--- config.mk ---
export PLATFORM = sky130hd
export DESIGN_NAME = fb_rect_writer
export DESIGN_NICKNAME = d
export VERILOG_FILES = /design/src/rtl/fb_pkg.sv /design/src/rtl/fb_raster_counter.sv /design/src/rtl/fb_rect_writer.sv
export SDC_FILE = /design/constraint.sdc
export NUM_CORES = 1
export LEC_CHECK = 0
export ABC_AREA = 1
export CORE_MARGIN = 3
export CORE_UTILIZATION = 53
export DETAILED_ROUTE_END_ITERATION = 7
export GPL_TIMING_DRIVEN = 0
export PLACE_DENSITY = 0.85
export SYNTH_ARGS = -nofsm -noshare
export SYNTH_HDL_FRONTEND = slang
export SYNTH_SLANG_ARGS = --single-unit
--- constraint.sdc ---
create_clock -name clk -period 9.75 [get_ports clk]
set_clock_uncertainty 0.2 [all_clocks]
set_input_delay 2.925 -clock clk [delete_from_list [all_inputs] [get_ports clk]]
set_output_delay 2.925 -clock clk [all_outputs]
set_load 0.05 [all_outputs]
--- src/rtl/fb_pkg.sv ---
// Shared frame-buffer definitions: screen geometry, bus widths, the rectangle
// writer state encoding and coordinate types. Reused by display path and game logic.
package fb_pkg;

    localparam int WIDTH  = 640;                        // visible pixels per row, also address stride
    localparam int HEIGHT = 480;                        // visible rows
    localparam int ADDR_W = $clog2(WIDTH*HEIGHT) + 1;   // 20
    localparam int DATA_W = $clog2(256) + 1;            // 9

    typedef enum logic [1:0] {IDLE, DRAW, DONE} state_t;

    typedef logic [9:0]        x_t;
    typedef logic [8:0]        y_t;
    typedef logic [ADDR_W-1:0] addr_t;
    typedef logic [DATA_W-1:0] color_t;

    // Length of a span starting at pos, clipped to end at limit; zero when pos is off-screen.
    function automatic logic [10:0] clipSpan(input logic [10:0] pos,
                                             input logic [10:0] len,
                                             input logic [10:0] limit);
        logic [10:0] room;
        room = (pos < limit) ? (limit - pos) : 11'd0;
        return (len < room) ? len : room;
    endfunction

endpackage

--- src/rtl/fb_raster_counter.sv ---
// Raster walker for one rectangle: column/row counters plus a row-base address
// accumulator, so no multiplier is needed while drawing. Exposes next-position
// values so the owner can register the write address directly.
// With FB_RECT_WRITER_OUTLINE_EN defined, also flags whether the next position
// lies on the rectangle border.
module fb_raster_counter
    import fb_pkg::*;
(
    input  logic              clk,
    input  logic              reset,
    input  logic              load,         // start a new rectangle at (0,0)
    input  logic              advance,      // step one pixel in raster order
    input  logic              clear,        // return to the idle position
    input  logic [ADDR_W-1:0] loadRowBase,  // y*WIDTH of the first row
    input  logic [9:0]        lastCol,      // clipped width - 1
    input  logic [8:0]        lastRow,      // clipped height - 1
    output logic [9:0]        colNext,
    output logic [ADDR_W-1:0] rowBaseNext,
`ifdef FB_RECT_WRITER_OUTLINE_EN
    output logic              nextOnEdge,
`endif
    output logic              colLast,
    output logic              rowLast
);

    x_t    col;
    y_t    row;
    addr_t rowBase;
    y_t    rowNext;

    assign colLast = (col == lastCol);
    assign rowLast = (row == lastRow);

`ifdef FB_RECT_WRITER_OUTLINE_EN
    // Border test on the position about to become current.
    assign nextOnEdge = (colNext == 10'd0) || (colNext == lastCol) ||
                        (rowNext == 9'd0)  || (rowNext == lastRow);
`endif

    // Next position: clear beats load beats advance; row wrap bumps the row base by one stride.
    always_comb begin
        colNext     = col;
        rowNext     = row;
        rowBaseNext = rowBase;
        if (clear) begin
            colNext     = '0;
            rowNext     = '0;
            rowBaseNext = '0;
        end else if (load) begin
            colNext     = '0;
            rowNext     = '0;
            rowBaseNext = loadRowBase;
        end else if (advance) begin
            if (colLast) begin
                colNext     = '0;
                rowNext     = row + 9'd1;
                rowBaseNext = rowBase + addr_t'(WIDTH);
            end else begin
                colNext = col + 10'd1;
            end
        end
    end

    // Position registers.
    always_ff @(posedge clk) begin
        if (reset) begin
            col     <= '0;
            row     <= '0;
            rowBase <= '0;
        end else begin
            col     <= colNext;
            row     <= rowNext;
            rowBase <= rowBaseNext;
        end
    end

endmodule

--- src/rtl/fb_rect_writer.sv ---
// Rectangle filler for the image frame buffer (address x + WIDTH*y). Takes one
// command per valid/ready handshake, clips it to the screen and issues one
// registered RAM write per clock in raster order.
// Optional: FB_RECT_WRITER_OUTLINE_EN adds cmd_outline (draw border only).
module fb_rect_writer
    import fb_pkg::*;
(
    input  logic              clk,
    input  logic              reset,
    input  logic              cmd_valid,
    output logic              cmd_ready,
    input  logic [9:0]        cmd_x,
    input  logic [8:0]        cmd_y,
    input  logic [9:0]        cmd_w,
    input  logic [8:0]        cmd_h,
    input  logic [DATA_W-1:0] cmd_color,
`ifdef FB_RECT_WRITER_OUTLINE_EN
    input  logic              cmd_outline,
`endif
    input  logic              abort,
    output logic              busy,
    output logic              done,
    output logic              wEn,
    output logic [ADDR_W-1:0] addr,
    output logic [DATA_W-1:0] dataIn
);

    state_t state, stateNext;

    // Latched command, valid while drawing.
    x_t    xLat;
    x_t    lastColLat;
    y_t    lastRowLat;

    // Clipped geometry of the incoming command.
    x_t    wEffNew;
    y_t    hEffNew;
    logic  cmdEmpty;
    addr_t rowBaseNew;

    // Controls and next values of the registered outputs.
    logic  load, advance, clear;
    logic  readyNext, busyNext, doneNext, wEnNext, pixelOn;
    addr_t addrNext;
    color_t dataNext;

    // Counter interface; selects feed the freshly clipped command on the load cycle.
    x_t    lastColSel, xSel, colNext;
    y_t    lastRowSel;
    addr_t rowBaseNext;
    logic  colLast, rowLast;

    assign wEffNew    = x_t'(clipSpan({1'b0, cmd_x}, {1'b0, cmd_w}, 11'(WIDTH)));
    assign hEffNew    = y_t'(clipSpan({2'b0, cmd_y}, {2'b0, cmd_h}, 11'(HEIGHT)));
    assign cmdEmpty   = (wEffNew == '0) || (hEffNew == '0);
    assign rowBaseNew = addr_t'(cmd_y) * addr_t'(WIDTH);

    assign lastColSel = load ? (wEffNew - 10'd1) : lastColLat;
    assign lastRowSel = load ? (hEffNew - 9'd1)  : lastRowLat;
    assign xSel       = load ? cmd_x : xLat;

`ifdef FB_RECT_WRITER_OUTLINE_EN
    logic outlineLat, nextOnEdge;
    // Interior positions of an outline command still take their cycle, just without a write.
    assign pixelOn = (load ? cmd_outline : outlineLat) ? nextOnEdge : 1'b1;
`else
    assign pixelOn = 1'b1;
`endif

    fb_raster_counter uRaster (
        .clk         (clk),
        .reset       (reset),
        .load        (load),
        .advance     (advance),
        .clear       (clear),
        .loadRowBase (rowBaseNew),
        .lastCol     (lastColSel),
        .lastRow     (lastRowSel),
        .colNext     (colNext),
        .rowBaseNext (rowBaseNext),
`ifdef FB_RECT_WRITER_OUTLINE_EN
        .nextOnEdge  (nextOnEdge),
`endif
        .colLast     (colLast),
        .rowLast     (rowLast)
    );

    // State register.
    always_ff @(posedge clk) begin
        if (reset) state <= IDLE;
        else       state <= stateNext;
    end

    // Next state and next output values; abort takes priority over the final write.
    always_comb begin
        stateNext = state;
        load      = 1'b0;
        advance   = 1'b0;
        clear     = 1'b0;
        readyNext = 1'b0;
        busyNext  = 1'b0;
        doneNext  = 1'b0;
        wEnNext   = 1'b0;
        addrNext  = addr;
        dataNext  = dataIn;
        case (state)
            IDLE: begin
                if (cmd_valid) begin
                    if (cmdEmpty) begin
                        stateNext = DONE;
                        doneNext  = 1'b1;
                    end else begin
                        stateNext = DRAW;
                        load      = 1'b1;
                        busyNext  = 1'b1;
                        wEnNext   = pixelOn;
                        addrNext  = rowBaseNext + addr_t'(xSel) + addr_t'(colNext);
                        dataNext  = cmd_color;
                    end
                end else begin
                    readyNext = 1'b1;
                end
            end
            DRAW: begin
                if (abort) begin
                    stateNext = IDLE;
                    clear     = 1'b1;
                    readyNext = 1'b1;
                end else if (colLast && rowLast) begin
                    stateNext = DONE;
                    clear     = 1'b1;
                    doneNext  = 1'b1;
                end else begin
                    advance   = 1'b1;
                    busyNext  = 1'b1;
                    wEnNext   = pixelOn;
                    addrNext  = rowBaseNext + addr_t'(xSel) + addr_t'(colNext);
                end
            end
            DONE: begin
                stateNext = IDLE;
                readyNext = 1'b1;
            end
            default: begin
                stateNext = IDLE;
                readyNext = 1'b1;
            end
        endcase
    end

    // Registered outputs.
    always_ff @(posedge clk) begin
        if (reset) begin
            cmd_ready <= 1'b1;
            busy      <= 1'b0;
            done      <= 1'b0;
            wEn       <= 1'b0;
            addr      <= '0;
            dataIn    <= '0;
        end else begin
            cmd_ready <= readyNext;
            busy      <= busyNext;
            done      <= doneNext;
            wEn       <= wEnNext;
            addr      <= addrNext;
            dataIn    <= dataNext;
        end
    end

    // Command latch, captured only when a non-empty command is accepted.
    always_ff @(posedge clk) begin
        if (reset) begin
            xLat       <= '0;
            lastColLat <= '0;
            lastRowLat <= '0;
`ifdef FB_RECT_WRITER_OUTLINE_EN
            outlineLat <= 1'b0;
`endif
        end else if (load) begin
            xLat       <= cmd_x;
            lastColLat <= wEffNew - 10'd1;
            lastRowLat <= hEffNew - 9'd1;
`ifdef FB_RECT_WRITER_OUTLINE_EN
            outlineLat <= cmd_outline;
`endif
        end
    end

endmodule

# Yosys cells after proc, flatten, opt, wreduce, memory -nomap -nowiden
# Cells that the tools add are included.
# word_totals
register_bits	102
# op_classes
n_lt_le_gt_ge	4
bitwise_logic	1
reduce_logical	11
n_mul	1
n_eq_ne	8
addsub	9
muxes	42
# op_table
operator	n
2-to-1 mux 20 bit	8
2-to-1 mux 10 bit	7
adder 20 x 10 -> 20 bit	2
one-hot mux 20 bit (2 select lines)	1
2-to-1 mux 11 bit	2
adder 20 x 10 -> 20 bit, second input constant	1
2-to-1 mux 9 bit	2
2-to-1 mux 1 bit	14
multiplier 9 x 3 -> 12 bit, second input constant	1
< comparator 10 x 11 -> 1 bit	1
< comparator 9 x 11 -> 1 bit	1
subtractor 10 x 10 -> 11 bit, first input constant	1
adder 10 x 1 -> 10 bit, second input constant	1
== test 10 bit	1
logical NOT 10 bit	1
< comparator 10 bit, second input constant	1
subtractor 10 x 1 -> 10 bit, second input constant	1
subtractor 9 x 9 -> 10 bit, first input constant	1
adder 9 x 1 -> 9 bit, second input constant	1
== test 9 bit	1
logical NOT 9 bit	1
< comparator 9 bit, second input constant	1
subtractor 9 x 1 -> 9 bit, second input constant	1
2-to-1 mux 2 bit	4
other kinds (14)	20

# Depth between registers and ports, before layout
# depth
depth_word	23
depth_mapped	62

# Hierarchy
# From an unflattened synthesis, not the netlist that was laid out.
# unflattened
cells_unflattened	1209
hier_area_um2	7966.4
# modules_own_cells
mod	seq_area_each_um2	cells_per_inst	area_per_inst_um2	instances
fb_rect_writer	1261.2	807	5465.2	1
fb_raster_counter	780.7	402	2501.1	1

# Worst setup path before layout
# Ideal clock, no wire load.
# synth_path
kind	in2reg
from	input port cmd_x[0]
to	register addr[19]
cell_stages	56
setup_time_ps	109
t_required_ps	9441
path_slack_ps	-669
t_arrival_ps	10110
path_cell_list	inv_1 > ha_1 > inv_1 > nor2_2 > nand2_1 > nor2_2 > nand2_2 > nand2_1 > inv_1 > nand3_1 > ha_1 > a21o_1 > a21oi_1 > o21ai_0 > o21ai_2 > nand2_4 > buf_6 > nand2_1 > [... 20 more ...] > fa_1 > ha_1 > inv_1 > fa_1 > o21ai_0 > a21oi_1 > nor2_1 > nor2_1 > o21ai_0 > a21oi_1 > o21ai_0 > nand3_1 > nor2_2 > nand2_2 > o21bai_1 > nand3_1 > nand2_1 > inv_1
# synth_via
word_cells_on_any_way	41
# synth_rtl
element	line	text
start: declaration	fb_rect_writer.sv:12	input logic [9:0] cmd_x,
subtractor 10 x 10 -> 11 bit / < comparator 10 bit (equally long branches)	fb_pkg.sv:22	room = (pos < limit) ? (limit - pos) : 11'd0;
2-to-1 mux 11 bit *	fb_pkg.sv:22	
< comparator 10 x 11 -> 1 bit	fb_pkg.sv:23	return (len < room) ? len : room;
2-to-1 mux 10 bit *	fb_pkg.sv:23	
branches (longest 13 deep; another with subtractor 10 x 1 -> 10 bit)	n/a	
2-to-1 mux 10 bit *	fb_raster_counter.sv:45	if (clear) begin
net colNext[1]	fb_rect_writer.sv:48	x_t lastColSel, xSel, colNext;
adder 20 x 10 -> 20 bit *	fb_rect_writer.sv:117, fb_rect_writer.sv:137	
2-to-1 mux 20 bit (on tied branches)	fb_rect_writer.sv:129, fb_rect_writer.sv:109	
2-to-1 mux 20 bit (on tied branches)	fb_rect_writer.sv:125, fb_rect_writer.sv:108	
one-hot mux 20 bit (2 select lines) *	fb_rect_writer.sv:106	case (state)
end signal: assignment	fb_rect_writer.sv:165	addr <= addrNext;
end: declaration	fb_rect_writer.sv:24	output logic [ADDR_W-1:0] addr,
# Mark *: on every way through the listed nets, which the timed path passes. The select of a mux whose other input is x is not followed.
# A chain may end at the register's enable or synchronous reset.

# Worst setup path in the final report
# layout_path
from	input port cmd_x[9]
to	register addr[13]
# The elaborated chain is that of the path after synthesis.

==> summary.md <==
| Metric | Value |
|---|---|
| Number of max-cap violations | `0` |
| Wire length of the first global-routing pass | `roughly 42 mm` |
| HPWL after detailed placement | `16.8 mm` |
| Largest net degree at the start of global routing | `18` |
| Largest buffer count on any clock path | `2` |
| Buf/Inv on CP | `12` |
| Avg Cell Area, Syn | `around 6.5 um2` |
| Number of buffers added by the clock tree synthesis step | `9` |
| Die height | `129 um` |
| Time the final worst path needs with I/O delays and setup | `10400 ps` |
| Slack of the worst reg-to-reg path | `about 3800 ps` |
| Number of global-route vias before repair | `9066` |
| Setup crit start kind | `primary input` |
| Kind of cell with the highest combined delay on the critical path | `simple AND/OR/NAND/NOR gates` |
| Portion of synthesized cell area occupied by the leading cell type | `25.6%` |
| Die area | `between 15000 and 20000 um2` |
| Cell variety after synth | `46` |
| Largest stage delay on the critical path | `roughly 500 ps` |
| Placed cell area | `9300 um2` |
| Start point of the worst hold path | `uRaster.rowBase[5]` |
| Highest clock frequency the design can meet | `approximately 96 MHz` |
| Yosys synthesis warning count | `0` |
| Number of synthesized register bits | `about 100` |
| Weighted congestion reported at the end of routability-driven placement | `around 0.9` |
| Tightest Pin Transition | `796 ps` |
| Number of H-tree branching levels | `3` |
| CORE AREA | `approximately 15000 um2` |
| Combined global-route utilization of all metal layers | `between 30% and 40%` |
| Hold slack final | `~240 ps` |
| Detail Route Antenna Nets | `0` |
| Count of flip-flops with a built-in enable after synthesis | `0` |
| Critical Path AT | `~10000 ps` |
| Headroom to the max-slew limit | `between 40% and 50%` |
| Hold Violations, Final | `0` |
| Total via count after detailed routing | `9935` |
| Buffers on Ports | `82` |
| Ratio of cells with drive above 1 in the final layout | `between 20% and 30%` |
| Total nets after synthesis | `roughly 1300` |
| Top flip-flop cell by instance count after synthesis | `sky130_fd_sc_hd__dfxtp_1` |
| Hold Path Stages | `2` |
| Most frequent cells after synthesis | `sky130_fd_sc_hd__nand2_1, sky130_fd_sc_hd__inv_1, sky130_fd_sc_hd__nor2_1, sky130_fd_sc_hd__dfxtp_1, sky130_fd_sc_hd__nand3_1` |
| Hold buffers post-CTS | `0` |
| TritonCTS clock tree | `built` |
| Crit share post-route | `107%` |
| Area growth, synth to finish | `41.1%` |
| Max-slew violation total from the final report | `0` |
| Violation count after the first detailed-routing iteration | `around 1400` |
| Final WS setup | `-653 ps` |
| Clock insertion delay at the later pin of the skew report | `between 300 and 400 ps` |
| Total overflow reported by the global router | `0` |
| Most frequent cell after synthesis | `sky130_fd_sc_hd__nand2_1` |
| Number of cells on the worst reg-to-reg path | `37` |
| Type of the tightest min-delay check | `flip-flop to flip-flop` |
| Worst flop-to-flop path endpoint | `addr[13]` |
| End point of the worst hold path | `uRaster.rowBase[5]` |
| Highest net fanout along the worst path | `6` |
| Total wire length after detailed routing | `just over 30 mm` |
| CTS root buffer | `sky130_fd_sc_hd__clkbuf_16` |
| Antenna diode instance count | `0` |
| Clock-pin slew of the registers on the worst-case setup and hold paths | `approximately 80 ps` |
| Layout fillers | `roughly 930` |
| Worst flop-to-flop path startpoint | `state[0]` |
| Summed instance area of the synthesized netlist | `around 8000 um2` |
| Ratio of total power to cell area | `134 nW/um2` |
| Largest vdd supply drop | `0.148 mV` |
| Initial antenna violation count | `0` |
| Critical Path Slowest Stage Cell | `sky130_fd_sc_hd__fa_2` |
| Ports placed on the boundary | `84` |
| Required time of the critical path | `9800 ps` |
| Critical path's most frequent cell | `sky130_fd_sc_hd__nor2_4` |
| Largest area contributor in the netlist | `sky130_fd_sc_hd__dfxtp_1` |
| Failing checks | `negative setup slack` |
| Pleak | `roughly 5.4 nW` |
| Final std cell area, no fill | `between 10000 and 15000 um2` |
| Nets | `about 1600` |
| Die width | `129 um` |
| Number of remaining DRC errors | `0` |
| Number of rows created at floorplan | `44` |
| Average wire per standard cell | `18.8 um` |
| Crit. End Element | `flip-flop` |
| Average vias per placed instance | `~6` |
| Start-to-end type of the worst setup path | `primary input to flip-flop` |
| Largest cells by area after synthesis | `sky130_fd_sc_hd__dfxtp_1, sky130_fd_sc_hd__nand2_1, sky130_fd_sc_hd__inv_1, sky130_fd_sc_hd__ha_1, sky130_fd_sc_hd__nor2_1` |
| Total clock sinks | `roughly 100` |
| Number of cells produced by synthesis | `between 1000 and 1500` |
| Run status | `complete, but fails checks` |
| Final count of negative-setup-slack endpoints | `11` |
| Initial standard-cell utilization of the core | `54.5%` |
| Unrepaired setup endpoints after global routing | `true` |
| Fraction of registers with async set or reset after synthesis | `0%` |
| Fraction of the yosys area taken by sequential cells | `between 20% and 30%` |
| Detailed Routing Iterations Pass 1 | `7` |
==> tightest hold or removal path, stage by stage, from the launching register on <==
cell                      delay, ps
sky130_fd_sc_hd__dfxtp_1        300
sky130_fd_sc_hd__inv_1           60
sky130_fd_sc_hd__nor2_1          40
==> cell type report <==
type	count	area, um2	share of cell area (%)
buffer	32	230	2.04
clock buffer	11	243	2.15
clock inverter	5	42.5	0.377
inverter	190	741	6.57
multi-input combinational	911	5900	52.3
sequential	102	2040	18.1
tap	184	230	2.04
timing repair buffer	208	1840	16.3
==> metal layers <==
| metal | share of wire, % | GRT usage [%] |
|---|---|---|
| met4 | 9.4 | 14.9 |
| met1 | 34 | 36.6 |
| met3 | 11 | 5.52 |
| met2 | 46 | 53.9 |
| met5 | 0 | 0 |
==> flip-flops by register name, summed over array words and instances (netlist names) <==
signal           count
done                 1
addr                20
state                2
lastColLat          10
wEn                  1
dataIn               9
xLat                10
cmd_ready            1
uRaster.col         10
lastRowLat           9
uRaster.rowBase     20
uRaster.row          9
==> report_power, final <==
part / leakage (nW) / switching [mW] / internal [mW]
Combinational: 4.40 / 0.422 / 0.261
Clock: 0.130 / 0.174 / 0.183
Sequential: 0.838 / 0.0176 / 0.448
==> cell families (layout without fill, tap and decap cells) <==
| kind of cell | after synthesis | count (layout) | synth area share, % |
|---|---|---|---|
| AO/OA/AOI/OAI | 140 | 140 | 9.71 |
| XOR/XNOR | 32 | 32 | 3.51 |
| AND/OR/NAND/NOR | 678 | 678 | 39.2 |
| adder cells (fa/ha/maj) | 60 | 60 | 10.5 |
| flip-flops | 102 | 102 | 25.6 |
| multiplexers | 1 | 1 | 0.125 |
| buffers and inverters | 224 | 446 | 11.4 |
==> through the flow <==
stage	util, %	setup TNS (ps)	instances	power, mW	setup slack (ps)
after floorplan	-	-122	1237	0.836	-59.7
after global placement	63.5	-20520	1503	0.960	-1710
after detailed placement	63.5	-22590	1503	0.972	-1870
after CTS	72.5	0	1606	1.39	1.32
after global routing	77.0	-10660	1643	1.57	-1100
final	77.0	-4990	1643	1.51	-653
==> what timing repair did <==
action | in CTS | in global routing
gates resized for setup | 139 | 110
buffers inserted | 84 | 40
endpoints found under the setup margin | 18 | 13
cloned | 3 | 0
pin swaps | 85 | 79
==> worst max path at each step <==
stage	startpoint	to	slack, ps	depth (start not counted)
floorplan	cmd_x[1]	addr[19]	-60	59
global placement	cmd_y[0]	addr[19]	-1710	58
detailed placement	cmd_y[0]	addr[19]	-1870	58
CTS	cmd_x[3]	addr[19]	1	60
global route	cmd_x[9]	addr[19]	-1100	54
finish	cmd_x[9]	addr[13]	-650	54
==> layout by cell type (no fill, tap or decap), drive strengths merged, types with 2 or more instances in the layout <==
| cell type | count |
|---|---|
| clkinvlp | 3 |
| a211oi | 9 |
| nor3b | 3 |
| clkdlybuf4s15 | 2 |
| xnor2 | 7 |
| ha | 48 |
| o211ai | 3 |
| dlygate4sd2 | 4 |
| fa | 12 |
| nand2 | 364 |
| xor2 | 25 |
| nor4 | 7 |
| a21oi | 72 |
| nand3b | 10 |
| clkinv | 2 |
| nand4 | 24 |
| nor2 | 149 |
| buf | 150 |
| dfxtp | 102 |
| o21bai | 5 |
| inv | 190 |
| a21o | 2 |
| nor3 | 19 |
| o21ai | 45 |
| clkbuf | 29 |
| nand3 | 91 |
| or2 | 10 |
| clkdlybuf4s50 | 64 |
(Power assumes the default switching activity.)
==> RTL edit 1 (same settings) <==
Encoding of `state_t`: now one-hot (3 bits for 3 states).
--- a/src/rtl/fb_pkg.sv
+++ b/src/rtl/fb_pkg.sv
@@ -7,7 +7,7 @@
     localparam int ADDR_W = $clog2(WIDTH*HEIGHT) + 1;   // 20
     localparam int DATA_W = $clog2(256) + 1;            // 9
 
-    typedef enum logic [1:0] {IDLE, DRAW, DONE} state_t;
+    typedef enum logic [2:0] {IDLE = 3'b001, DRAW = 3'b010, DONE = 3'b100} state_t;
 
     typedef logic [9:0]        x_t;
     typedef logic [8:0]        y_t;
Check against the original RTL: no difference found for any inputs over 4 cycles, from zero or initial values and one cycle with reset high; so few cycles prove little.
==> RTL edit 1 against the original RTL <==
The flow still finishes with violations (negative setup slack); total power is 8.4% higher; design area is 1.6% lower; sequential cell count is 1 higher; non-clock buffer count is 23 lower; routed wire length is 7.4% lower; sequential share of layout area is 0.48 points higher; fmax is 0.82% higher; setup slack better by 0.084 ns; sequential power is 3% higher; critical path depth is 7 higher; die area is 0.45% higher; area after synthesis is 0.47% higher; critical path type unchanged; critical endpoint is now addr[14]; largest cell class unchanged.
==> RTL edit 1: results (changes against the original RTL) <==
metric,value,unit,change
h-tree-depth,3,,unchanged
violations,negative setup slack,,
synth.area.mux_share,0,%,-0.13 points
fillers,957,,+3.0%
io_buffer_count,82,,unchanged
place_congestion,0.9289,,+1.5%
fin_ws,-0.5693,ns,+0.08410 ns
critPathSlowestCell,fa_1,,
synth.avg_cell_area,6.544,um^2,+1.4%
pwr-share-clk,26.1,%,+2.4 points
cellLeakagePower,5.171,nW,-3.7%
yosysWarningCount,0,,unchanged
multi_input_area,0.005846,mm^2,-0.91%
dp_hpwl,17080,um,+1.4%
ir_drop,0.0001213,V,-18%
relSlewSlack,54.54,%,+7.6 points
setup_viol,10,,-1
vias,9332,,-6.1%
synth_async_sr_flop_share,0,%,unchanged
via_per_inst,5.811,,-3.9%
synthTopCellsByArea,"dfxtp_1, nand2_1, inv_1",,
synth_adder_area_share,10.48,%,-0.049 points
numPlacedInstances,1492,,-0.73%
fin_tns_setup,-4.033,ns,+0.9540 ns
power,0.001633,W,+8.4%
yosysSeqAreaShare,25.70,%,+0.13 points
wl,28530,um,-7.4%
yosys-top-cells-count,"nand2_1, inv_1, nor2_1",,
grt_pass1_vias,8251,,-9.0%
grt_usage,29.17,%,-1.7 points
clk_pin_slew,0.07,ns,
hp-class,reg -> reg,,
synth_xor_area_share,3.712,%,+0.20 points
grt_pass1_wl,38930,um,-6.6%
switching_power,0.0006451,W,+5.1%
ys_types,50,,+8.7%
post-place-ws,-1.939,ns,-0.07202 ns
numCtsBuffers,9,,unchanged
synth-compound-area-share,11.07,%,+1.4 points
pwr-share-comb,44.6,%,-0.8 points
drt_iter0_drc,1097,,-23%
crit_fanout,7,,+1
cts_buffer_depth,2,,unchanged
drive_above_1_share,24.47,%,-3.8 points
syn_nets,1337,,-0.82%
ys.flop_type,dfxtp_1,,
cp.arrival,10.38,ns,-0.07 ns
first_pass_iters,8,,+1
place_area,0.009126,mm^2,-1.8%
status,"finished, violations left",,
==> RTL edit 1: cell count changes in the layout (fill, tap and decap cells not counted), sizes merged, moves of 8 or more <==
| cell | change |
|---|---|
| buf | -33 |
| nand2 | -14 |
| clkbuf | +12 |
| nor2 | -12 |
| o21ai | +12 |
| inv | -10 |
| nand4 | -8 |
==> RTL edit 1: path summary, 6_finish.rpt <==
| kind | from | end | slack, ns | cells after the start |
|---|---|---|---|---|
| min | dataIn[0] | dataIn[0] | 0.27 | 2 |
| max reg2reg | state[1] | addr[14] | 3.38 | 40 |
| min reg2reg | dataIn[0] | dataIn[0] | 0.27 | 2 |
| max | cmd_x[2] | addr[14] | -0.57 | 61 |
==> RTL edit 1: what timing repair did <==
| action | CTS | global route |
|---|---|---|
| buffers inserted | 54 | 43 |
| pin swaps | 63 | 93 |
| hold buffers | 0 | 0 |
| cloned | 2 | 2 |
| gates resized for setup | 127 | 131 |
| endpoints found under the setup margin | 18 | 13 |
==> RTL edit 1: layer usage <==
layer	vias up	routed length, um	global-route usage [%]	share of wire [%]
met5	-	0	0	0
met4	0	1871	12.11	6.6
met3	176	2411	5.523	8.5
met2	574	13400	49.91	47
met1	4292	10850	36.09	38
li1	4290	-	-	-
==> RTL edit 1: final cells by class <==
type	count	share of cell area [%]
Clock inverter	6	1.038
Timing Repair Buffer	182	14.91
Multi-Input combinational cell	907	52.74
Tap cell	184	2.077
Inverter	179	6.287
Clock buffer	10	2.066
Buffer	35	2.280
Sequential cell	103	18.60
==> RTL edit 1: kinds of logic (layout without fill, tap and decap cells) <==
group	count (synthesis)	after routing
AO/OA/AOI/OAI	159	159
XOR/XNOR	34	34
adder cells (fa/ha/maj)	60	60
buffers and inverters	216	412
flip-flops	103	103
AND/OR/NAND/NOR	654	654
==> RTL edit 2 (same settings) <==
Without the edit above. Build with the macro `FB_RECT_WRITER_OUTLINE_EN` defined.
--- a/src/rtl/fb_raster_counter.sv
+++ b/src/rtl/fb_raster_counter.sv
@@ -3,6 +3,8 @@
 // values so the owner can register the write address directly.
 // With FB_RECT_WRITER_OUTLINE_EN defined, also flags whether the next position
 // lies on the rectangle border.
+`define FB_RECT_WRITER_OUTLINE_EN
+
 module fb_raster_counter
     import fb_pkg::*;
 (
Interface: changed (added cmd_outline); port bits go from 84 to 85. The function was not compared with the original's and may differ.
==> RTL edit 2 against the original RTL <==
The flow still finishes with violations (negative setup slack); sequential power up 3%; routed wire length rose by 9.8%; setup slack worse by 0.19 ns; area after synthesis is 10% higher; combinational power grew 19%; design area up 10%; final cell count increased by 13%; total power increased by 12%; non-clock buffer count up 19; critical path depth is 5 higher; worst hold slack better by 0.024 ns; sequential cell count grew 2; fmax fell by 1.8%; critical path type unchanged.
==> RTL edit 2: results (changes against the original RTL) <==
metric,value,unit,change
status,"finished, violations left",,
violations,negative setup slack,,
first_pass_iters,6,,-1
synth_adder_area_share,9.537,%,-0.99 points
r2r_slack,3.57,ns,-0.23 ns
yosysSeqAreaShare,23.62,%,-2.0 points
nets,1744,,+11%
drt_iter0_drc,1162,,-19%
io_buffer_count,83,,+1.2%
vias,10780,,+8.5%
yosys-top-cells-count,"nand2_1, inv_1, nor2_1",,
ir_drop,0.0001351,V,-8.8%
clk_pin_slew,0.08,ns,about the same
ys.flop_type,dfxtp_1,,
synth_xor_area_share,5.365,%,+1.9 points
crit_fanout,6,,unchanged
netlist.area_leader.share,23.62,%,-2.0 points
cts_buffer_depth,2,,unchanged
grt_usage,32.43,%,+1.5 points
fin_tns_setup,-5.742,ns,-0.7544 ns
tightest_slew,0.6950,ns,-0.1012 ns
cp.arrival,10.66,ns,+0.21 ns
synth-compound-area-share,9.395,%,-0.32 points
rr_worst_depth,39,,+5.4%
seq_area,0.002082,mm^2,+2.0%
layout.cells.non_filler,1853,,+13%
grt_max_degree,20,,+2
fillers,985,,+6.0%
synthTopCellsByArea,"dfxtp_1, nand2_1, inv_1",,
fin_ws,-0.8445,ns,-0.1911 ns
grt_pass1_wl,47930,um,+15%
wl_per_cell,18.27,um,-2.6%
setup_viol,11,,unchanged
place_congestion,1.019,,+11%
dp_hpwl,20140,um,+20%
synth.avg_cell_area,6.252,um^2,-3.1%
synth.area.mux_share,0,%,-0.13 points
ys_types,47,,+2.2%
place_area,0.01013,mm^2,+9.0%
cellLeakagePower,5.963,nW,+11%
drive_above_1_share,25.72,%,-2.6 points
grt_pass1_vias,9999,,+10%
## RTL edit 2: cell count changes in the layout (fill, tap and decap cells not counted), moves of 12 or more
cell and change:
nor2_1 +39, a21oi_1 -13, buf_6 +12, inv_1 -13
nand2_1 +90
## RTL edit 2: path summary, 6_finish.rpt
check,start,end
min reg2reg,uRaster.rowBase[4],uRaster.rowBase[4]
min,uRaster.rowBase[4],uRaster.rowBase[4]
max,cmd_x[0],addr[18]
max reg2reg,state[0],addr[18]
## RTL edit 2: power breakdown
group	internal [W]	switching (W)
clock network	0.000207	0.000186
registers	0.000460	0.0000215
logic	0.000313	0.000498
total	0.000980	0.000705
## RTL edit 2: layer usage
layer / share of wire [%] / up-vias / GRT usage, %
li1: - / 4905 / -
met1: 36 / 4948 / 38.32
met2: 48 / 709 / 56.39
met3: 8.8 / 213 / 5.849
met4: 7.0 / 0 / 16.46
met5: 0 / - / 0
## RTL edit 2: cells by family after synthesis
group	Yosys count
and+or+nand+nor	816
buffers and inverters	230
AOI/OAI and AO/OA	146
DFF	104
adders and majority gates	60
xor gates and xnor gates	54
## RTL edit 2: cell type report
type | count | area share (%)
Buffer | 47 | 2.945
Multi-Input combinational cell | 1076 | 54.44
Inverter | 182 | 5.769
Timing Repair Buffer | 212 | 15.42
Sequential cell | 104 | 16.72
Clock buffer | 10 | 1.839
Tap cell | 216 | 2.171
Clock inverter | 6 | 0.6935
## RTL edit 2: stage by stage
stage                     setup WS, ns  hold WS, ns
final                          -0.8445       0.2616
after global routing            -1.034       0.2768
after CTS                     -0.03484       0.2448
after detailed placement        -1.947       0.2365
after global placement          -1.714       0.2320
after floorplan              0.0003606       0.2246
## RTL edit 2: what timing repair did
item                                    CTS  global route
pin swaps                                88            65
gates cloned                              2             0
setup buffers                            87            42
endpoints found under the setup margin   17            12
gates resized for setup                 179           132
